==> src/rtl/simd_ctrl_pkg.sv <==
// Shared types and defaults for the SIMD pipeline hazard sequencer.
// Latency: n/a (types and constants only).
// Backpressure: n/a.
package simd_ctrl_pkg;

    typedef enum logic [1:0] {
        RUN       = 2'd0,
        RAW_STALL = 2'd1,
        BR_WAIT   = 2'd2,
        FLUSH     = 2'd3
    } hz_state_t;

    localparam int WB_LAT_DEF = 3;

endpackage

==> src/rtl/reg_scoreboard.sv <==
// Per-register in-flight write tracker with two combinational busy read ports.
// Latency: load visible on busy ports the cycle after ld_en; reads are combinational.
// Backpressure: none; loads are accepted every cycle.
module reg_scoreboard
    import simd_ctrl_pkg::*;
#(
    parameter int SEL_BITS = 4,
    parameter int WB_LAT   = WB_LAT_DEF
) (
    input  logic                clk,
    input  logic                rst,
    input  logic                ld_en,
    input  logic [SEL_BITS-1:0] ld_sel,
    input  logic [SEL_BITS-1:0] rd_sel_a,
    input  logic [SEL_BITS-1:0] rd_sel_b,
    output logic                busy_a,
    output logic                busy_b
);

    localparam int NREG = 1 << SEL_BITS;
    localparam int CW   = (WB_LAT > 1) ? $clog2(WB_LAT) : 1;
    // The issue cycle itself is one of the WB_LAT cycles, so the stored count
    // is the number of cycles still to wait after the issuing cycle. A reader
    // WB_LAT cycles after the writer then sees zero and proceeds.
    localparam logic [CW-1:0] LOAD_VAL = CW'(WB_LAT - 1);
    localparam logic [CW-1:0] ONE      = CW'(1);

    logic [CW-1:0] cnt_q [NREG];
    logic [CW-1:0] cnt_d [NREG];

    // Next count: issue reload wins over the per-cycle decrement (covers WAW).
    always_comb begin
        for (int i = 0; i < NREG; i++) begin
            cnt_d[i] = (cnt_q[i] != '0) ? (cnt_q[i] - ONE) : cnt_q[i];
            if (ld_en && (ld_sel == SEL_BITS'(i))) begin
                cnt_d[i] = LOAD_VAL;
            end
        end
    end

    // Counter array register; reset discards all pending writes.
    always_ff @(posedge clk) begin
        for (int i = 0; i < NREG; i++) begin
            if (rst) begin
                cnt_q[i] <= '0;
            end else begin
                cnt_q[i] <= cnt_d[i];
            end
        end
    end

    assign busy_a = (cnt_q[rd_sel_a] != '0);
    assign busy_b = (cnt_q[rd_sel_b] != '0);

endmodule

==> src/rtl/pipe_hazard_ctrl.sv <==
// Decode-side sequencer: RAW stalls via scoreboard, branch hold, taken-branch flush.
// Latency: zero added cycles in RUN without hazard; outputs combinational from state/decode.
// Backpressure: fetch_hold freezes fetch/decode while stalled or waiting on a branch.
module pipe_hazard_ctrl
    import simd_ctrl_pkg::*;
#(
    parameter int SEL_BITS   = 4,
    parameter int WB_LAT     = WB_LAT_DEF,
    parameter int BR_TIMEOUT = 8,
    parameter int CNT_W      = 16
) (
    input  logic                clk,
    input  logic                rst,
    input  logic                dec_valid,
    input  logic [SEL_BITS-1:0] dec_rs1,
    input  logic [SEL_BITS-1:0] dec_rs2,
    input  logic                dec_use_rs1,
    input  logic                dec_use_rs2,
    input  logic [SEL_BITS-1:0] dec_rd,
    input  logic                dec_reg_wr,
    input  logic                dec_is_branch,
    input  logic                br_resolved,
    input  logic                br_taken,
    output logic                fetch_hold,
    output logic                issue_bubble,
    output logic                flush_fd,
    output logic                issue,
    output logic [1:0]          state_o,
    output logic [CNT_W-1:0]    stall_cnt,
    output logic                br_timeout
);

    localparam int WAIT_W = (BR_TIMEOUT > 1) ? $clog2(BR_TIMEOUT) : 1;
    localparam logic [WAIT_W-1:0] WAIT_LAST = WAIT_W'(BR_TIMEOUT - 1);

    hz_state_t          state_q, state_d;
    logic [WAIT_W-1:0]  wait_q, wait_d;
    logic [CNT_W-1:0]   stall_q, stall_d;
    logic               tmo_q, tmo_d;

    logic busy_rs1, busy_rs2, hazard;

    reg_scoreboard #(
        .SEL_BITS (SEL_BITS),
        .WB_LAT   (WB_LAT)
    ) u_sb (
        .clk      (clk),
        .rst      (rst),
        .ld_en    (issue & dec_reg_wr),
        .ld_sel   (dec_rd),
        .rd_sel_a (dec_rs1),
        .rd_sel_b (dec_rs2),
        .busy_a   (busy_rs1),
        .busy_b   (busy_rs2)
    );

    assign hazard = dec_valid & ((dec_use_rs1 & busy_rs1) | (dec_use_rs2 & busy_rs2));

    // Next-state and pipeline control; all controls are quiet while in reset.
    always_comb begin
        state_d      = state_q;
        wait_d       = '0;
        tmo_d        = tmo_q;
        fetch_hold   = 1'b0;
        issue_bubble = 1'b0;
        flush_fd     = 1'b0;
        issue        = 1'b0;
        case (state_q)
            RUN, RAW_STALL: begin
                // RAW_STALL re-evaluates the hazard every cycle, so issue
                // resumes in the very cycle the source becomes readable.
                if (hazard) begin
                    fetch_hold   = 1'b1;
                    issue_bubble = 1'b1;
                    state_d      = RAW_STALL;
                end else begin
                    issue   = dec_valid;
                    state_d = (dec_valid && dec_is_branch) ? BR_WAIT : RUN;
                end
            end
            BR_WAIT: begin
                fetch_hold   = 1'b1;
                issue_bubble = 1'b1;
                if (br_resolved) begin
                    state_d = br_taken ? FLUSH : RUN;
                end else if (wait_q == WAIT_LAST) begin
                    state_d = RUN;
                    tmo_d   = 1'b1;
                end else begin
                    wait_d = wait_q + WAIT_W'(1);
                end
            end
            FLUSH: begin
                // fetch_hold stays low so the redirected PC loads this cycle.
                flush_fd     = 1'b1;
                issue_bubble = 1'b1;
                state_d      = RUN;
            end
            default: state_d = RUN;
        endcase
        if (rst) begin
            fetch_hold   = 1'b0;
            issue_bubble = 1'b0;
            flush_fd     = 1'b0;
            issue        = 1'b0;
        end
    end

    // Saturating count of bubble cycles.
    always_comb begin
        stall_d = stall_q;
        if (issue_bubble && (stall_q != '1)) begin
            stall_d = stall_q + CNT_W'(1);
        end
    end

    // State, branch wait counter, perf counter and sticky timeout flag.
    always_ff @(posedge clk) begin
        if (rst) begin
            state_q <= RUN;
            wait_q  <= '0;
            stall_q <= '0;
            tmo_q   <= 1'b0;
        end else begin
            state_q <= state_d;
            wait_q  <= wait_d;
            stall_q <= stall_d;
            tmo_q   <= tmo_d;
        end
    end

    assign state_o    = state_q;
    assign stall_cnt  = stall_q;
    assign br_timeout = tmo_q;

endmodule

==> config.mk <==
export PLATFORM = sky130hd
export DESIGN_NAME = pipe_hazard_ctrl
export DESIGN_NICKNAME = d
export VERILOG_FILES = /design/src/rtl/simd_ctrl_pkg.sv /design/src/rtl/reg_scoreboard.sv /design/src/rtl/pipe_hazard_ctrl.sv
export SDC_FILE = /design/constraint.sdc
export NUM_CORES = 1
export LEC_CHECK = 0
export CAP_MARGIN = 10
export CORE_AREA = 2 2 78 95
export CTS_CLUSTER_DIAMETER = 120
export DETAILED_ROUTE_END_ITERATION = 16
export DIE_AREA = 0 0 80 97
export RECOVER_POWER = 100
export SYNTH_ARGS = -nofsm -noshare
export SYNTH_HDL_FRONTEND = slang
export SYNTH_SLANG_ARGS = --single-unit
export TNS_END_PERCENT = 5
==> constraint.sdc <==
create_clock -name clk -period 5.9 [get_ports clk]
set_clock_uncertainty 0.1 [all_clocks]
set_input_delay 1.77 -clock clk [delete_from_list [all_inputs] [get_ports clk]]
set_output_delay 1.77 -clock clk [all_outputs]
set_load 0.03 [all_outputs]
* Word-level counts from Yosys, hierarchy flattened *
Memory sizes are Yosys's and may differ from the RTL's.
Cells that the tools add are included.

storage, ports and cells
  memory bits (writable) = 32
  register bits after elaboration = 22
  output and inout port bits = 23
  input port bits = 21
  memories = 1

cells by class
  equality and inequality tests = 21
  add/subtract/negate cells = 18
  bitwise operators = 23
  mux-type cells = 67
  reduce and logical (&&, ||, !) cells = 42

memory list
  name        depth  bits a word  rd ports  clocked after memory_dff  write ports  RTL line              RTL
  u_sb.cnt_q  16     2            18        0                         16           reg_scoreboard.sv:28  logic [CW-1:0] cnt_q [NREG];

operators by type and width
  operator               count
  $mux 2                 53
  $reduce_bool 2->1      18
  $eq 4x4->1 const B     8
  $sub 2x1->2 const B    16
  $logic_and 1x1->1      18
  $or 1x1->1             17
  $add 16x1->16 const B  1
  $eq 4x3->1 const B     4
  $ne 16x16->1 const B   1
  $mux 1                 11
  $eq 4x2->1 const B     2
  $pmux 2 s3             1
  $and 1x1->1            4
  $eq 2x2->1 const B     2
  $eq 4x1->1 const B     1
  $logic_not 4->1        1
  $pmux 1 s2             2
  $reduce_or 2->1        2
  $reduce_or 4->1        1
  $add 3x1->3 const B    1
  $eq 3x3->1 const B     1
  $ne 3x3->1 const B     1
  $reduce_and 3->1       1
  $eq 2x1->1 const B     1
  2 further kinds        3

* Depth between registers and ports, before layout *
An unclocked memory read counts as a cell.

  depth in word-level cells = 12
  gate-level depth with buffers = 10
  depth with buffers taken out = 8

* Hierarchy *
From an unflattened synthesis, not the netlist that was laid out.

unflattened totals
  cell total of the unflattened synthesis = 305
  area total of the unflattened synthesis = 2,703.8 µm²

modules (own cells, without submodules)
  module            instances  cells an instance  area each (µm²)  seq. area each (µm²)
  reg_scoreboard    1          169                1,441.4          640.6
  pipe_hazard_ctrl  1          136                1,262.5          440.4

* Worst setup path before layout *
Ideal clock, no wire load.

  kind = in2out
  start point = in dec_rs2[0]
  end point = out fetch_hold
  stages on the path = 8
  data required time = 4,030 ps
  slack = 103 ps
  data arrival time = 3,927 ps
  cell sequence = buf_6 mux4_2 and3b_1 nor3_4 a21boi_4 o21bai_1 nor2b_1 and2_1

on the way
  word-level cells in the longest chain between the ends = 8

ends and longest elaborated chain
  what               RTL line                 RTL
  from (decl)        pipe_hazard_ctrl.sv:16   input logic [SEL_BITS-1:0] dec_rs2,
  $mem_v2 16x2       n/a
  $reduce_bool 2->1  reg_scoreboard.sv:53     assign busy_b = (cnt_q[rd_sel_b] != '0);
  $and 1x1->1        pipe_hazard_ctrl.sv:57   assign hazard = dec_valid & ((dec_use_rs1 & busy_rs1) | (dec_use_rs2 & busy_rs2));
  $or 1x1->1         pipe_hazard_ctrl.sv:57
  $and 1x1->1        pipe_hazard_ctrl.sv:57
  $mux 1             pipe_hazard_ctrl.sv:72   if (hazard) begin
  $pmux 1 s2         pipe_hazard_ctrl.sv:68   case (state_q)
  $mux 1             pipe_hazard_ctrl.sv:101  if (rst) begin
  to (decl)          pipe_hazard_ctrl.sv:24   output logic fetch_hold,

Every way passes these cells.

* Final worst setup path *
  start point = in dec_rs2[3]
  end point = out issue

on the way
  word-level cells in the longest chain between the ends = 8

ends and longest elaborated chain
  what               RTL line                 RTL
  $mem_v2 16x2       n/a
  $reduce_bool 2->1  reg_scoreboard.sv:53
  $and 1x1->1        pipe_hazard_ctrl.sv:57
  $or 1x1->1         pipe_hazard_ctrl.sv:57
  $and 1x1->1        pipe_hazard_ctrl.sv:57
  $mux 1             pipe_hazard_ctrl.sv:72
  $mux 1             pipe_hazard_ctrl.sv:68
  $mux 1             pipe_hazard_ctrl.sv:101
  to (decl)          pipe_hazard_ctrl.sv:27   output logic issue,

Every way passes these cells.

==> results.json <==
{
  "grt_pass1_wl_um": 11100,
  "worst_setup_path_start_kind": "input port",
  "async_reset_ff_frac": 0,
  "hold_viol": 0,
  "dr.pass1.iters": 6,
  "busiest_layer": "met2",
  "area_growth_pct": 23.0,
  "grt_max_degree": 36,
  "slew_headroom": 0.591,
  "period_share": 0.970,
  "clock_tree.buffer_depth": 2,
  "grt_usage": 0.179,
  "power.density_nw_per_um2": 215,
  "drv_slew": 0,
  "cts_sinks": 54,
  "numCtsBuffers": 5,
  "synth.distinct_cells": 48,
  "synth_seq_cells": 54,
  "post-route-util": 0.485,
  "dp_hpwl_um": 4870,
  "io_buffers": 43,
  "postSynthAreaPerCell_um2": 8.53,
  "drt_iter0_drc": 97,
  "hold_class": "reg2reg",
  "endpoint": "issue",
  "use_met3": 0.0345,
  "swShare": 0.245,
  "fmax_ghz": 0.175,
  "clk_pin_slew_worst_paths_ns": 0.09,
  "vias": 2345,
  "grt.overflow.total": 0,
  "post_cts_buffers": 0,
  "die_x_um": 80,
  "synth_nets": 337,
  "htreeDepth": 2,
  "cts_tree": "yes",
  "globalRouteMet2Util": 0.292,
  "drc": 0,
  "rr_startpoint": "u_sb.cnt_q[1][1]$_SDFFE_PP0P_",
  "yosysWarnings": 0,
  "combPwrFrac": 0.127,
  "maxCapViolCount": 0,
  "leakagePower_nw": 1.31,
  "core_area_um2": 6770,
  "seqPwrFrac": 0.527,
  "avgViaCountPerCell": 5.26,
  "diodes": 0,
  "cp-end-kind": "output pin",
  "reg2reg_slack_ns": 2.76,
  "worstHoldStart": "wait_q[0]$_SDFF_PP0_",
  "finalSetupViolCount": 0,
  "crit_path_start": "dec_rs2[3]",
  "cts-root-buf": "clkbuf_8",
  "mappedNetlistArea_um2": 2670,
  "die_h_um": 97,
  "gp_congestion": 0.906,
  "drive_gt1_frac": 0.0752,
  "worstPathRequired_ns": 4.03,
  "start_util": 0.394,
  "ant_nets": 0,
  "finalNonFillerCells": 446,
  "dp.cells": 438,
  "synth_edf_count": 0,
  "grt_pass1_vias": 2330,
  "rows": 33,
  "fin_crit_ns": 5.72,
  "ios": 44,
  "whs_path_depth": 1,
  "rsz0062_at_grt": "no",
  "peakVddDrop_v": 0.000119,
  "antenna_found_initial": 0,
  "clk_latency_ns": 0.30,
  "nets": 382,
  "worstPathArrival_ns": 3.85,
  "synth_flop_cell": "dfxtp_1",
  "use_met1": 0.233,
  "worstMarginPinSlew_ns": 0.606,
  "p_clk_frac": 0.345,
  "routed_wl_um": 6510,
  "final_area_um2": 3280,
  "status": "completed",
  "syn_inst": 313,
  "worst_r2r_endpoint": "stall_cnt[15]$_SDFFE_PP0P_",
  "fp.dieArea_um2": 7760,
  "switchingPower_mw": 0.173,
  "yosysSeqAreaShare": 0.405,
  "holdWs_ns": 0.342,
  "critPathMaxFanout": 6,
  "routedWlPerCell_um": 14.6,
  "r2r_cells": 9,
  "dpl-instance-area_um2": 3190,
  "crit_type": "in2out",
  "p_int_mw": 0.534,
  "final.setup.tns_ns": 0
}
[flip-flops by register name (all words and copies together) (netlist names)]
register and cells:
stall_cnt 16, state_o 2, br_timeout 1, u_sb.cnt_q 32, wait_q 3
[final cells by class]
cell class / instances / area (um2)
clock inverter: 1 / 30.0
inverter: 6 / 22.5
tap: 87 / 109
fill: 712 / 3490
timing repair buffer: 53 / 487
sequential: 54 / 1080
multi-input combinational: 238 / 1480
clock buffer: 7 / 76.3
[synth_stat cells (6+ instances only)]
master     n  area (um2)
nor2b_1    9        56.3
and3_1    16         100
nor2_1    51         191
nand2_1   20        75.1
clkbuf_1   8        30.0
nand4_1   10        62.6
a21oi_1   30         150
inv_1      6        22.5
nand3_1   13        65.1
and2_1     6        37.5
dfxtp_1   54        1080
nand4b_1   6        52.6
nor3_1     9        45.0
[layer usage]
layer | up-vias | part of all wire
met1 | 1071 | 0.46
met4 | 0 | 0.023
met2 | 56 | 0.48
met3 | 13 | 0.038
met5 | - | 0
li1 | 1205 | -
[power groups by stage]
stage | combinational (mW) | sequential, mW | clock (mW)
after floorplan | 0.0516 | 0.385 | 0
after global placement | 0.0937 | 0.381 | 0
after detailed placement | 0.0948 | 0.381 | 0
after CTS | 0.0953 | 0.373 | 0.252
after global routing | 0.0998 | 0.374 | 0.267
final | 0.0901 | 0.373 | 0.244
[critical path, cell delays in order]
cell,delay (ns)
clkdlybuf4s50_1,0.57
or3b_1,0.37
o22ai_1,0.26
nor3_4,0.10
a21boi_4,0.19
clkbuf_1,0.15
nor3b_1,0.20
clkbuf_2,0.23
[kinds of logic (layout without fill, tap and decap cells)]
group           Yosys count  count (layout)  synth area share
compound gates           57              57             0.136
xor+xnor                  5               5            0.0164
simple gates            163             163             0.329
flops                    54              54             0.405
buf+inv                  21              67            0.0370
mux                      10              10            0.0628
fa+ha+maj                 3               3            0.0141
[cells in the final DEF, fill, tap and decap left out, types with 6 or more instances in the layout]
cell,n
dfxtp_1,54
nor2_1,51
a21oi_1,30
nand2_1,21
dlygate4sd3_1,21
and3_1,16
clkdlybuf4s50_1,14
nand3_1,13
nand4_1,10
nor3_1,9
nor2b_1,8
buf_4,7
inv_1,6
nor3b_1,6
nand4b_1,6
[timing repair]
action | in CTS | in global routing
hold buffers | 0 | 0
setup endpoints to repair | 0 | 3
resized for setup | 0 | 5
[metrics by stage]
step / worst slack [ns] / power, mW
after CTS: 0.00309 / 0.721
after global placement: 0.0338 / 0.475
after global routing: 0.0804 / 0.741
after floorplan: 0.103 / 0.437
after detailed placement: 0.0198 / 0.476
final: 0.178 / 0.707
[worst min-delay path by stage]
stage                                       to  slack, ns
after global placement    wait_q[0]$_SDFF_PP0_       0.32
final                     wait_q[0]$_SDFF_PP0_       0.34
after global routing      wait_q[0]$_SDFF_PP0_       0.37
after floorplan           wait_q[0]$_SDFF_PP0_       0.31
after CTS                 wait_q[0]$_SDFF_PP0_       0.34
after detailed placement  wait_q[0]$_SDFF_PP0_       0.33
Power figures use the tool's default switching activity.
